==> src/rtl/vedic_mult_seq.sv <==
// Sequential radix-4 multiplier: consumes one 2-bit digit of b per cycle using 2x2 vedic cells.
// Optional signed mode is enabled by defining VEDIC_SIGNED_EN, which adds the is_signed port.
module vedic_mult_seq #(
    parameter int WIDTH = 8
) (
    input  logic               clk,
    input  logic               rst_n,
    input  logic               in_valid,
    output logic               in_ready,
    input  logic [WIDTH-1:0]   a,
    input  logic [WIDTH-1:0]   b,
`ifdef VEDIC_SIGNED_EN
    input  logic               is_signed,
`endif
    output logic               out_valid,
    input  logic               out_ready,
    output logic [2*WIDTH-1:0] product,
    output logic               busy
);

    localparam int DIGITS = WIDTH / 2;
    localparam int CNT_W  = $clog2(DIGITS);
    localparam int PW     = 2 * WIDTH;
    localparam logic [CNT_W-1:0] LAST = CNT_W'(DIGITS - 1);

    typedef enum logic [1:0] {IDLE, BUSY, DONE} state_t;

    state_t           state_q;
    logic [WIDTH-1:0] a_q, b_q;
    logic [CNT_W-1:0] cnt_q;
    logic [PW-1:0]    acc_q, acc_d, pp, final_d, product_q;
    logic             in_ready_q, out_valid_q, busy_q;
    logic [WIDTH-1:0] a_cap, b_cap;
    logic [1:0]       digit;
    logic             t0, t1, t2, t3, s1, c1, s2, c2;
`ifdef VEDIC_SIGNED_EN
    logic             neg_q, neg_cap;
`endif

    // Signed operands are stored as magnitudes; the most negative value maps onto itself unsigned.
    always_comb begin
        a_cap = a;
        b_cap = b;
`ifdef VEDIC_SIGNED_EN
        neg_cap = is_signed & (a[WIDTH-1] ^ b[WIDTH-1]);
        if (is_signed && a[WIDTH-1]) a_cap = -a;
        if (is_signed && b[WIDTH-1]) b_cap = -b;
`endif
    end

    always_comb begin
        pp    = '0;
        digit = b_q[1:0];
        t0 = 1'b0; t1 = 1'b0; t2 = 1'b0; t3 = 1'b0;
        s1 = 1'b0; c1 = 1'b0; s2 = 1'b0; c2 = 1'b0;
        for (int i = 0; i < DIGITS; i++) begin
            t0 = a_q[2*i]   & digit[0];
            t1 = a_q[2*i+1] & digit[0];
            t2 = a_q[2*i]   & digit[1];
            t3 = a_q[2*i+1] & digit[1];
            s1 = t1 ^ t2;
            c1 = t1 & t2;
            s2 = t3 ^ c1;
            c2 = t3 & c1;
            pp = pp + (PW'({c2, s2, s1, t0}) << (2 * i));
        end
        acc_d = acc_q + (pp << {cnt_q, 1'b0});
`ifdef VEDIC_SIGNED_EN
        final_d = neg_q ? -acc_d : acc_d;
`else
        final_d = acc_d;
`endif
    end

    always_ff @(posedge clk or negedge rst_n) begin
        if (!rst_n) begin
            state_q     <= IDLE;
            a_q         <= '0;
            b_q         <= '0;
            cnt_q       <= '0;
            acc_q       <= '0;
            product_q   <= '0;
            in_ready_q  <= 1'b1;
            out_valid_q <= 1'b0;
            busy_q      <= 1'b0;
`ifdef VEDIC_SIGNED_EN
            neg_q       <= 1'b0;
`endif
        end else begin
            case (state_q)
                IDLE: begin
                    if (in_valid) begin
                        a_q        <= a_cap;
                        b_q        <= b_cap;
                        cnt_q      <= '0;
                        acc_q      <= '0;
                        state_q    <= BUSY;
                        in_ready_q <= 1'b0;
                        busy_q     <= 1'b1;
`ifdef VEDIC_SIGNED_EN
                        neg_q      <= neg_cap;
`endif
                    end
                end
                BUSY: begin
                    acc_q <= acc_d;
                    b_q   <= b_q >> 2;
                    cnt_q <= cnt_q + CNT_W'(1);
                    if (cnt_q == LAST) begin
                        state_q     <= DONE;
                        out_valid_q <= 1'b1;
                        product_q   <= final_d;
                    end
                end
                DONE: begin
                    if (out_ready) begin
                        state_q     <= IDLE;
                        out_valid_q <= 1'b0;
                        product_q   <= '0;
                        busy_q      <= 1'b0;
                        in_ready_q  <= 1'b1;
                    end
                end
                default: state_q <= IDLE;
            endcase
        end
    end

    assign in_ready  = in_ready_q;
    assign out_valid = out_valid_q;
    assign product   = product_q;
    assign busy      = busy_q;

endmodule
==> config.mk <==
export PLATFORM = sky130hd
export DESIGN_NAME = vedic_mult_seq
export DESIGN_NICKNAME = d
export VERILOG_FILES = /design/src/rtl/vedic_mult_seq.sv
export SDC_FILE = /design/constraint.sdc
export NUM_CORES = 1
export LEC_CHECK = 0
export BUFFER_PORTS_ARGS = -buffer_cell sky130_fd_sc_hd__buf_2
export CAP_MARGIN = 20
export CORE_MARGIN = 3
export CORE_UTILIZATION = 54
export CTS_CLUSTER_DIAMETER = 200
export DETAILED_ROUTE_END_ITERATION = 12
export PLACE_DENSITY = 0.82
export RECOVER_POWER = 50
export SETUP_SLACK_MARGIN = 0.5
export SLEW_MARGIN = 15
export SYNTH_ARGS = -nofsm -noshare
export SYNTH_HDL_FRONTEND = slang
export SYNTH_SLANG_ARGS = --single-unit
==> constraint.sdc <==
create_clock -name clk -period 4.4 [get_ports clk]
set_clock_uncertainty 0.15 [all_clocks]
set_input_delay 0.44 -clock clk [delete_from_list [all_inputs] [get_ports clk]]
set_output_delay 0.44 -clock clk [all_outputs]
set_load 0.01 [all_outputs]
[Word-level counts from Yosys, hierarchy flattened]
Index checks and enable logic that the tools add are counted.
Widths: inputs -> output; s select.
Cells by class
  add/subtract/negate cells: 5
  equal/unequal tests: 6
  shifts and indexed selects: 1
  muxes and demuxes: 21
  bitwise gates (word level): 32
  reduce and logical (&&, ||, !) cells: 9
Operators by type and width (number)
  $pmux 16 s2: 2
  $mux 16: 3
  $and 1x1->1: 24
  $add 16x16->16: 1
  $pmux 8 s2: 1
  $shl 11x3->16: 1
  $add 9x10->11: 1
  $add 7x8->9: 1
  $reduce_and 3->1: 3
  $mux 2: 4
  $mux 8: 1
  $xor 1x1->1: 8
  $add 4x6->7: 1
  $ne 2x2->1 const B: 3
  $pmux 1 s2: 3
  $pmux 2 s3: 1
  $reduce_bool 2->1: 3
  $mux 1: 5
  $eq 2x2->1 const B: 2
  $pmux 2 s2: 1
  $reduce_and 2->1: 2
  $add 2x1->2 const B: 1
  $eq 2x1->1 const B: 1
  $logic_not 2->1: 1
Word-level totals
  register bits: 55
  input bits: 20
  output and inout port bits: 19
  word-level logic and storage cells: 83

[Longest topological paths before layout]
  word-level depth: 10
  mapped depth: 22
  gate-level depth less buffers: 21

[Least setup slack after synthesis]
OpenSTA, ideal clock, no wires.
  path type: flip-flop to flip-flop
  start point: reg b_q[0]
  end point: reg product_q[14], in the netlist product[14]
  library setup time: 0.131 ns
  arrival: 4.393 ns
  required time: 4.119 ns
  slack: -0.275 ns
  cell stages (with the launch flop): 22
  buffers on the path: 1
  clock period less this slack: 4.675 ns
  cells stage by stage: dfrtp_1 > and2_1 > ha_1 > ha_1 > ha_1 > inv_1 > fa_1 > nor2b_1 > o21ai_0 > a21boi_1 > o21ai_0 > nand2b_1 > clkbuf_1 > mux2_2 > a31o_2 > ha_1 > inv_1 > nor4_1 > a21oi_1 > a311o_1 > xor2_1 > o21ai_0
On the way
  longest elaborated chain between the ends: 10
  elaborated cells between the ends (all ways): 31
  classes of those cells: add/sub (4); shift (1); mux (2); bitwise (24)
Ends and longest elaborated chain
  start, declared: RTL line 29  | logic [WIDTH-1:0] a_q, b_q;
  start signal, assigned: RTL line 94  | b_q <= b_cap;
  start signal, assigned: RTL line 107  | b_q <= b_q >> 2;
  $and 1x1->1: RTL line 58  | t1 = a_q[2*i+1] & digit[0];
  $and 1x1->1: RTL line 62  | c1 = t1 & t2;
  $xor 1x1->1 / $and 1x1->1 (equally long branches): RTL line 63, 64
  $add 4x6->7: RTL line 65  | pp = pp + (PW'({c2, s2, s1, t0}) << (2 * i));
  $add 7x8->9: RTL line 65
  $add 9x10->11 *: RTL line 65
  $shl 11x3->16 *: RTL line 67  | acc_d = acc_q + (pp << {cnt_q, 1'b0});
  $add 16x16->16 *: RTL line 67
  $mux 16 *: RTL line 109  | if (cnt_q == LAST) begin
  $pmux 16 s2 *: RTL line 90  | case (state_q)
  end signal, assigned: RTL line 112  | product_q <= final_d;
  end, declared: RTL line 31  | logic [PW-1:0] acc_q, acc_d, pp, final_d, product_q;
Every way passes the cells marked *; elsewhere a longest branch is shown, timed or not. The select of a mux whose other input is x is not followed.
A chain may end at the register's enable or synchronous reset.

[Worst setup path after layout]
  start point: reg b_q[0]
  end point: reg acc_q[14]
On the way
  longest elaborated chain between the ends: 9
  elaborated cells between the ends (all ways): 30
  classes of those cells: add/sub (4); shift (1); mux (1); bitwise (24)
Ends and longest elaborated chain
  $and 1x1->1: RTL line 58
  $and 1x1->1: RTL line 62
  $xor 1x1->1 / $and 1x1->1 (equally long branches): RTL line 63, 64
  $add 4x6->7: RTL line 65
  $add 7x8->9: RTL line 65
  $add 9x10->11 *: RTL line 65
  $shl 11x3->16 *: RTL line 67
  $add 16x16->16 *: RTL line 67
  $pmux 16 s2 *: RTL line 90
  end signal, assigned: RTL line 81  | acc_q <= '0;
  end signal, assigned: RTL line 96  | acc_q <= '0;
  end signal, assigned: RTL line 106  | acc_q <= acc_d;
  end, declared: RTL line 31
Every way passes the cells marked *; elsewhere a longest branch is shown, timed or not.

==> flow_summary.toml <==
[outcome]
status = "finished, violations left"
violations = "capacitance limit, slew limit, setup timing"

[floorplanning]
core_area_sq_um = 6460
pin_count = 39
core.rowCount = 29
start_util_pct = 56.8
die_h_um = 88.4
die_area_sq_um = 7820
die_x_um = 88.4

[sta]
finalCriticalPeriod_ps = 4610
period_share_pct = 105
rsz0062_at_grt = "true"
fin_ws_ps = -205
setup_viol_count_final = 8
slew_headroom_pct = -56.8
worst_pin_slew_ps = 2350
hold_violations = 0
slew_violations = 45
fmax_mhz = 217

[synth]
async_flop_share_pct = 100
ys_ff_latch = 55
synth_edf_count = 0
synth_flop_cell = "dfrtp_1"
synth-seq-area-share_pct = 37.6
synthCells = 421
ys_warn_count = 0
avgSynthCellArea_sq_um = 8.71
synth_area_sq_um = 3670
synth_cell_types = 55
synth_nets = 474

[clocking]
cts_buffers = 5
clk_latency_ps = 310
htree_levels = 2
tritoncts = "yes"
clockBufferDepth = 2
cts.clk_slew.worst_paths_ps = 100
cts.sinks = 55
clock-root-buffer = "clkbuf_8"

[critical_path]
cp_max_fo = 4
rr_endpoint = "acc_q[14]"
cp.buffers_inverters = 2
arrival_ps = 4640
slowest_stage = "ha_1"
critical_path_class = "reg2reg"
rr_startpoint = "b_q[0]"
timing.reg2reg.worst_path_depth = 19
rrSetupSlack_ps = -210
cp_cell_sequence = "buf_4, buf_4, and2_1, ha_1, ha_1, ha_1, o21a_1, o211ai_1, o21ai_0, o221a_2, nand2_1, o21ai_0, ha_1, nand2_4, nor4_4, a21oi_2, a311o_1, xor2_2, o21ai_1"
end_kind = "flip-flop"
cp_slowest_stage_delay_ps = 460
start_kind = "flip-flop"
crit_family = "compound AO/OA/AOI/OAI gates"
cp_common_cell = "ha_1"
cp.required_ps = 4440

[drt]
routed_via_density = 6.10
vias = 3412
drtIter0Drc = 262
drcViolationCount = 0
ant_nets = 0
wl_per_cell_um = 17.3
drtPass1Iterations = 4
wirelength_um = 9660

[cells_and_area]
layout.nets = 534
syn2layout_area_growth_pct = 25.1
final_layout_size_suffix_gt1_share_pct = 25.5
diodes = 0
finalNonFillerCells = 559

[place]
dp_hpwl_um = 6100
gp_congestion = 0.900
port_buffers = 38
dp.cells = 535

[global_route]
grtUsageTotal_pct = 24.7
antenna_found_initial = 0
grt_max_degree = 45
grt_pass1_wl_um = 15200
grt_pass1_vias = 3216
overflow = 0

[hold_path]
min_path_cells = 3
hp-class = "in2reg"
whs_endpoint = "a_q[4]"
worstHoldStart = "a[4]"

[flow_run]
drv_cap = 1
area by class of cell:
class / instances / area (sq um)
sequential: 55 / 1380
fill: 479 / 1870
clock buffer: 6 / 72.6
inverter: 10 / 37.5
clock inverter: 2 / 38.8
multi-input combinational: 335 / 2520
timing repair buffer: 74 / 443
tap: 77 / 96.3
through the flow:
stage | area, sq um | hold WS (ps) | TNS (ps) | worst slack, ps | utilization [%]
2_1_floorplan | 3780 | -5.59 | 0 | 97.8 | -
3_3_place_gp | 4130 | 184 | -0.469 | -0.469 | 63.9
3_5_place_dp | 4130 | 185 | -617 | -118 | 63.9
4_1_cts | 4450 | 164 | -150 | -41.9 | 68.8
5_1_grt | 4590 | 173 | -2470 | -402 | 71.0
6_report | 4590 | 170 | -1150 | -205 | 71.0
cells in the final DEF (no fill, tap or decap), types with 7 or more instances in the layout:
master,n
clkbuf_1,21
ha_1,21
a21oi_1,16
a21oi_2,7
nand2_1,77
buf_2,19
o21ai_0,28
ha_4,7
inv_1,8
and2_1,17
nor2_1,15
xor2_1,7
dfrtp_1,54
buf_4,32
a31oi_1,8
o21ai_1,14
nand3_1,16
kinds of logic (layout without fill, tap and decap cells):
group / count (synthesis) / count (layout) / synth area share, %
AO/OA/AOI/OAI: 117 / 117 / 20.6
buffers and inverters: 31 / 92 / 3.21
AND/OR/NAND/NOR: 159 / 159 / 20.0
flip-flops: 55 / 55 / 37.6
adder cells (fa/ha/maj): 33 / 33 / 11.7
XOR/XNOR: 18 / 18 / 4.30
multiplexers: 8 / 8 / 2.59
synth_stat cells, types with 9 or more instances:
library cell  instances  area, sq um
a31oi_1               9         56.3
nor2_1               20         75.1
xnor2_1               9         78.8
o21ai_0              39          195
clkbuf_1             17         63.8
and2_1               18          113
inv_1                 9         33.8
a21oi_1              23          115
nand2_1              79          297
dfrtp_1              54         1350
ha_1                 31          388
xor2_1                9         78.8
nand3_1              16         80.1
sequential cells by signal (all words and copies together) (netlist names):
signal	cells
a_q	8
product	16
in_ready	1
state_q	2
acc_q	16
cnt_q	2
out_valid	1
busy	1
b_q	8
what timing repair did:
| item | CTS | global route |
|---|---|---|
| hold endpoints to repair | 11 | 0 |
| pin swaps | 25 | 16 |
| setup endpoints to repair | 16 | 19 |
| setup buffers | 9 | 6 |
| hold buffers | 1 | 0 |
| gates resized for setup | 27 | 23 |
worst max path at each step:
stage | startpoint | endpoint | cells past startpoint
after floorplan | b_q[0] | product[14] | 22
after CTS | b_q[0] | acc_q[12] | 21
after global routing | b_q[0] | acc_q[14] | 20
final | b_q[0] | acc_q[14] | 19
after global placement | b_q[0] | product[13] | 20
after detailed placement | b_q[0] | acc_q[14] | 21
metal layers:
layer  routed length, um  global-route usage [%]  vias to the layer above  share of wire [%]
li1                    -                       -                     1595                  -
met1                3970                    33.0                     1658                 41
met2                4770                    40.4                      119                 49
met3                 521                    3.63                       40                5.4
met4                 393                    10.0                        0                4.1
met5                   0                       0                        -                  0
worst reg2reg max path, cell delays in order (launching register included):
cell and delay, ps:
dfrtp_1 400, buf_4 140, buf_4 140, and2_1 130, ha_1 190, ha_1 270, ha_1 340, o21a_1 220
o211ai_1 200, o21ai_0 110, o221a_2 320, nand2_1 90, o21ai_0 180, ha_1 460, nand2_4 100, nor4_4 370
a21oi_2 90, a311o_1 320, xor2_2 190, o21ai_1 70
Power is not shown: default switching activity piles up to over one toggle a cycle in this logic, so the estimate is an artifact.
